## config.mk

```make
export PLATFORM = sky130hd
export DESIGN_NAME = rr_arb_mux
export DESIGN_NICKNAME = d
export VERILOG_FILES = /design/src/rtl/rr_arb_mux.sv
export SDC_FILE = /design/constraint.sdc
export NUM_CORES = 1
export LEC_CHECK = 0
export ABC_CLOCK_PERIOD_IN_PS = 5500
export CORE_ASPECT_RATIO = 1.1
export CORE_MARGIN = 3
export CORE_UTILIZATION = 35
export DETAILED_ROUTE_END_ITERATION = 8
export PLACE_DENSITY = 0.77
export SLEW_MARGIN = 25
export SYNTH_ARGS = -nofsm -noshare
export SYNTH_HDL_FRONTEND = slang
export SYNTH_SLANG_ARGS = --single-unit
```

## constraint.sdc

```tcl
create_clock -name clk -period 5.5 [get_ports clk]
set_clock_uncertainty 0.2 [all_clocks]
set_input_delay 1.375 -clock clk [delete_from_list [all_inputs] [get_ports clk]]
set_output_delay 1.375 -clock clk [all_outputs]
set_load 0.1 [all_outputs]
```

## src/rtl/rr_arb_mux.sv

```systemverilog
// Round-robin arbitrated 4:1 mux with one registered valid/ready output stage.
// Define RR_ARB_MUX_PKT_LOCK_EN to hold the grant across multi-beat packets.
module rr_arb_mux #(
    parameter int DW = 8
) (
    input  logic            clk,
    input  logic            reset_n,
    input  logic [3:0]      req_valid,
    input  logic [4*DW-1:0] req_data,
`ifdef RR_ARB_MUX_PKT_LOCK_EN
    input  logic [3:0]      req_last,
    output logic            out_last,
`endif
    output logic [3:0]      req_ready,
    output logic            out_valid,
    output logic [DW-1:0]   out_data,
    output logic [1:0]      out_id,
    input  logic            out_ready
);

    logic [3:0]    mask_q, mask_d;
    logic          out_valid_q, out_valid_d;
    logic [DW-1:0] out_data_q, out_data_d;
    logic [1:0]    out_id_q, out_id_d;

    logic [3:0] masked, cand, grant;
    logic [1:0] win_idx, sel_idx;
    logic       load, xfer, pkt_end;

`ifdef RR_ARB_MUX_PKT_LOCK_EN
    logic       lock_q, lock_d;
    logic [1:0] lk_idx_q, lk_idx_d;
    logic       out_last_q, out_last_d;
`endif

    always_comb begin
        masked  = req_valid & mask_q;
        cand    = (masked != 4'b0000) ? masked : req_valid;
        win_idx = 2'd0;
        // scan downward so the lowest set index is the last one written
        for (int i = 3; i >= 0; i--) begin
            if (cand[i]) win_idx = 2'(i);
        end
        grant   = (cand != 4'b0000) ? (4'b0001 << win_idx) : 4'b0000;
        sel_idx = win_idx;
        pkt_end = 1'b1;
`ifdef RR_ARB_MUX_PKT_LOCK_EN
        if (lock_q) begin
            sel_idx = lk_idx_q;
            grant   = req_valid[lk_idx_q] ? (4'b0001 << lk_idx_q) : 4'b0000;
        end
        pkt_end = req_last[sel_idx];
`endif
        load      = !out_valid_q || out_ready;
        req_ready = (load && reset_n) ? grant : 4'b0000;
        xfer      = |(req_valid & req_ready);

        mask_d      = mask_q;
        out_valid_d = out_valid_q;
        out_data_d  = out_data_q;
        out_id_d    = out_id_q;
`ifdef RR_ARB_MUX_PKT_LOCK_EN
        lock_d      = lock_q;
        lk_idx_d    = lk_idx_q;
        out_last_d  = out_last_q;
`endif
        if (xfer) begin
            out_valid_d = 1'b1;
            out_data_d  = req_data[int'(sel_idx)*DW +: DW];
            out_id_d    = sel_idx;
            if (pkt_end) mask_d = 4'b1110 << sel_idx;
`ifdef RR_ARB_MUX_PKT_LOCK_EN
            lock_d     = !req_last[sel_idx];
            lk_idx_d   = sel_idx;
            out_last_d = req_last[sel_idx];
`endif
        end else if (out_ready) begin
            out_valid_d = 1'b0;
        end
    end

    always_ff @(posedge clk or negedge reset_n) begin
        if (!reset_n) begin
            mask_q      <= 4'b1111;
            out_valid_q <= 1'b0;
            out_data_q  <= '0;
            out_id_q    <= 2'd0;
        end else begin
            mask_q      <= mask_d;
            out_valid_q <= out_valid_d;
            out_data_q  <= out_data_d;
            out_id_q    <= out_id_d;
        end
    end

`ifdef RR_ARB_MUX_PKT_LOCK_EN
    always_ff @(posedge clk or negedge reset_n) begin
        if (!reset_n) begin
            lock_q     <= 1'b0;
            lk_idx_q   <= 2'd0;
            out_last_q <= 1'b0;
        end else begin
            lock_q     <= lock_d;
            lk_idx_q   <= lk_idx_d;
            out_last_q <= out_last_d;
        end
    end

    assign out_last = out_last_q;
`endif

    assign out_valid = out_valid_q;
    assign out_data  = out_data_q;
    assign out_id    = out_id_q;

endmodule

```

* After elaboration in Yosys (flattened, before gate mapping) *
Index checks and enable logic that the tools add are counted.

word-level totals
  output and inout bits = 15
  logic and storage cells = 25
  bits in registers = 15
  bits of input ports = 39

cells by class
  shift-type cells = 3
  bitwise gates (word level) = 2
  reductions and logical operators = 7
  mux-type cells = 9

operators with widths
  kind                                             count
  indexed part select 32 x 6 -> 8 bit              1
  2-to-1 mux 4 bit                                 3
  AND 4 bit                                        2
  2-to-1 mux 2 bit                                 4
  nonzero test 4 bit                               2
  OR reduction 4 bit                               1
  << shifter 1 x 2 -> 4 bit, first input constant  1
  << shifter 4 x 2 -> 4 bit, first input constant  1
  2-to-1 mux 1 bit                                 2
  nonzero test 2 bit                               1
  logical AND 1 bit                                1
  logical NOT 1 bit                                1
  logical OR 1 bit                                 1

* Logic depth before layout (Yosys ltp) *
  depth after elaboration = 13
  gate-level depth with buffers = 6
  mapped depth without buffers = 5

* Worst setup path before layout *
No wires, ideal clock.

  kind = input -> output
  start = in req_valid[0]
  end = out req_ready[2]
  stages = 6
  path slack = -170 ps
  required time = 3925 ps
  arrival = 4095 ps
  path buffers = 1
  cells stage by stage = a22oi_2 -> o21ai_0 -> nand2_1 -> buf_2 -> nand2_1 -> nor3_1

between the ends
  word-level cells in the longest chain between the ends = 10

ends and longest elaborated chain
  item                            RTL line  RTL
  start, declared                 8         input logic [3:0] req_valid,
  AND 4 bit                       37        masked = req_valid & mask_q;
  nonzero test 4 bit              38        cand = (masked != 4'b0000) ? masked : req_valid;
  2-to-1 mux 4 bit (*)            38
  2-to-1 mux 2 bit (4 in series)  42        if (cand[i]) win_idx = 2'(i);
  << shifter 1 x 2 -> 4 bit       44        grant = (cand != 4'b0000) ? (4'b0001 << win_idx) : 4'b0000;
  2-to-1 mux 4 bit (*)            44
  2-to-1 mux 4 bit (*)            55        req_ready = (load && reset_n) ? grant : 4'b0000;
  end, declared                   14        output logic [3:0] req_ready,

Every way passes the cells marked *; elsewhere a longest branch is shown, timed or not.

* Worst setup path after layout *
  start = in req_valid[3]
  end = out req_ready[3]

The elaborated chain is that of the path after synthesis.

==> impl_results.md <==
* Ranking of synthesized cells by area: dfrtp_1 (28%), dfstp_2 (11%), mux2i_1 (8.3%), a21o_1 (7.0%), nand2b_1 (5.8%)
* Post-synth top flop: dfrtp_1
* Ys Warns at 0
* Syn_nets at around 150
* Worst slew margin at roughly a third
* WL per Instance at 15.6 um
* Worst slew pin tran at 0.973 ns
* Tot GR Track Use at 18.2%
* Dpl cell area at 1590 um^2
* Final setup margin at 0.632 ns
* Final hold vios at 0
* GPL Wtd Cong at 0.855
* Hold path depth at 1
* Multi-input gate area at 566 um^2
* Total core area at roughly 2600 um^2
* Clk pin slew, worst setup/hold paths at 0.09 ns
* Seq. cell area at ~380 um^2
* Register area share after synthesis at 39.3%
* FILL cells at 241
* Hold Crit Endpoint: mask_q[0]$_DFFE_PN1P_
* Synth-to-Final Area Change at 66.4%
* RR Endpoint: out_data[2]$_DFFE_PN0P_
* Cell taking the most area after synthesis: dfrtp_1
* DRC Markers at 0
* CTS Sinks at 15
* Worst setup EP type: output port
* H-tree levels at 1
* FF-to-FF setup slack at 3.33 ns
* Post-CTS Setup Inserts at 0
* Cts repair resizes at 0
* Status: complete, no violations
* Pwr dens at 438 nW/um^2
* Largest net degree at the start of global routing at 14
* Fraction of layout cells with a size suffix above 1 at 12.3%
* Hold Crit Start: mask_q[0]$_DFFE_PN1P_
* Full die area at 3440 um^2
* Nets at 203
* Buffers on Ports at 53
* Dpl ws at 0.670 ns
* Via density per instance at about 5.6
* Final setup viols at 0
* IO Pins at 54
* CTS buffer count at 3
* Distinct cells, synth at 26
* Post-synth top cells: a21oi_1 (11), dfrtp_1 (11), nor2_1 (10)
* Root buf cell: clkbuf_4
* Path depth of the worst reg2reg path at 5
* GRT Residual Overflow at 0
* Hold buffers post-CTS at 0
* CP startpoint kind: primary input
* Final Slew Violations at 0
* Crit share post-route at 88.5%
* Worst Path Arrival at 3.29 ns
* Mapped Area at 968 um^2
* Reg-to-reg startpoint: mask_q[2]$_DFFE_PN1P_
* Peak Freq at roughly 210 MHz
* Final Instance Area at 1610 um^2
* Total wire length at between 3000 and 4000 um
* DP HPWL at ~2400 um
* Crit Path Class: primary input to output port
* Worst path required time at 3.92 ns
* Die H at 61.2 um
* Min Tclk post-route at 4.87 ns
* Unrepaired setup endpoints after global routing: no
* Antenna Diode Count at 0
* P_leak at 0.666 nW
* Number of flops mapped to enable cells by yosys at 0
* Routed vias at 1085
* CTS tree: built
* Syn Area/Cell at approximately 9.0 um^2
* Worst-path fanout max at 13
* Post-synthesis cell count at approximately 110
* Total power at 706 uW
* VDD IR max at 0.272 mV
* Clk_lat worst skew at 0.27 ns
* Chip width at around 56 um
* Initial core utilization at a little under two fifths
* Antenna violations before repair at 0
* First-pass GRT wire length at 4910 um
* Max Cap Violations at 0
* Vias in the first global route at 1046
* Fin Hold WS at 0.336 ns
* Fraction of registers with async set/reset at 100%
* Share of Yosys cell area claimed by the top area cell type at 28.4%
* CTS Buffer Depth at 2
* Setup TNS at 0 ns
* Antenna Violating Nets Remaining at 0
* Drt first pass iters at 6
* 1st-iter DRT viols at between 40 and 50
* Row count at 19
* Worst Hold Class: register to register
* Yosys reg bits at 15
## sequential cells by signal (all words and copies together) (netlist names)
register,cells
out_valid,1
mask_q,4
out_id,2
out_data,8
## worst max-delay path, stage by stage
cell and delay [ns]:
clkdlybuf4s50_1 0.59, a22oi_1 0.15, o21ai_0 0.25, nand2_1 0.33, nor3_2 0.38, buf_12 0.22
## worst max path at each step
stage,cells after the start,from,slack (ns),endpoint
after detailed placement,6,req_valid[3],0.67,req_ready[3]
after global placement,6,req_valid[3],0.80,req_ready[3]
after global routing,6,req_valid[3],0.50,req_ready[3]
after floorplan,6,req_valid[0],0.69,req_ready[2]
after CTS,6,req_valid[3],0.66,req_ready[3]
final,6,req_valid[3],0.63,req_ready[3]
## routing by layer
layer | part of all wire (%) | routed length, um | GRT usage [%] | up-vias
li1 | - | - | - | 512
met1 | 39 | 1180 | 19.9 | 526
met2 | 55 | 1660 | 36.7 | 45
met3 | 5.1 | 156 | 2.94 | 2
met4 | 1.0 | 31 | 5.08 | 0
met5 | 0 | 0 | 0 | -
## layout make-up
cell class,instances,area share [%]
well taps,31,2.41
flip-flops and latches,15,23.6
repair buffers,57,37.3
multi-input cells,87,35.1
clock buffers,4,1.63
## cells by family (layout without fill, tap and decap cells)
logic type	Yosys count	count (layout)	synth area share (%)
compound gates	44	44	30.9
simple gates	34	34	17.1
flops	15	15	39.3
mux	9	9	9.43
buf+inv	6	61	3.36
## stage by stage
| step | util, % | std cells |
|---|---|---|
| 2_1_floorplan | - | 108 |
| 3_3_place_gp | 61.7 | 190 |
| 3_5_place_dp | 61.7 | 190 |
| 4_1_cts | 62.8 | 194 |
| 5_1_grt | 62.8 | 194 |
| 6_report | 62.8 | 194 |
## placed cells by master (no fill, tap or decap), drive strengths merged
| cell | count |
|---|---|
| a21o | 9 |
| a21oi | 11 |
| a222oi | 2 |
| a22o | 1 |
| a22oi | 2 |
| a31oi | 8 |
| a32oi | 1 |
| a41oi | 2 |
| and2 | 3 |
| buf | 8 |
| clkbuf | 4 |
| clkdlybuf4s50 | 49 |
| dfrtp | 11 |
| dfstp | 4 |
| mux2 | 1 |
| mux2i | 8 |
| nand2 | 8 |
| nand2b | 9 |
| nor2 | 10 |
| nor2b | 2 |
| nor3 | 2 |
| o21a | 1 |
| o21ai | 6 |
| o22ai | 1 |
## report_power, final
group,total (mW),switching [mW],internal (mW)
registers,0.177,0.0277,0.150
clock network,0.0607,0.0327,0.0281
logic,0.468,0.325,0.143
total,0.706,0.386,0.320
Note: power is estimated with default switching activity, not from simulation.
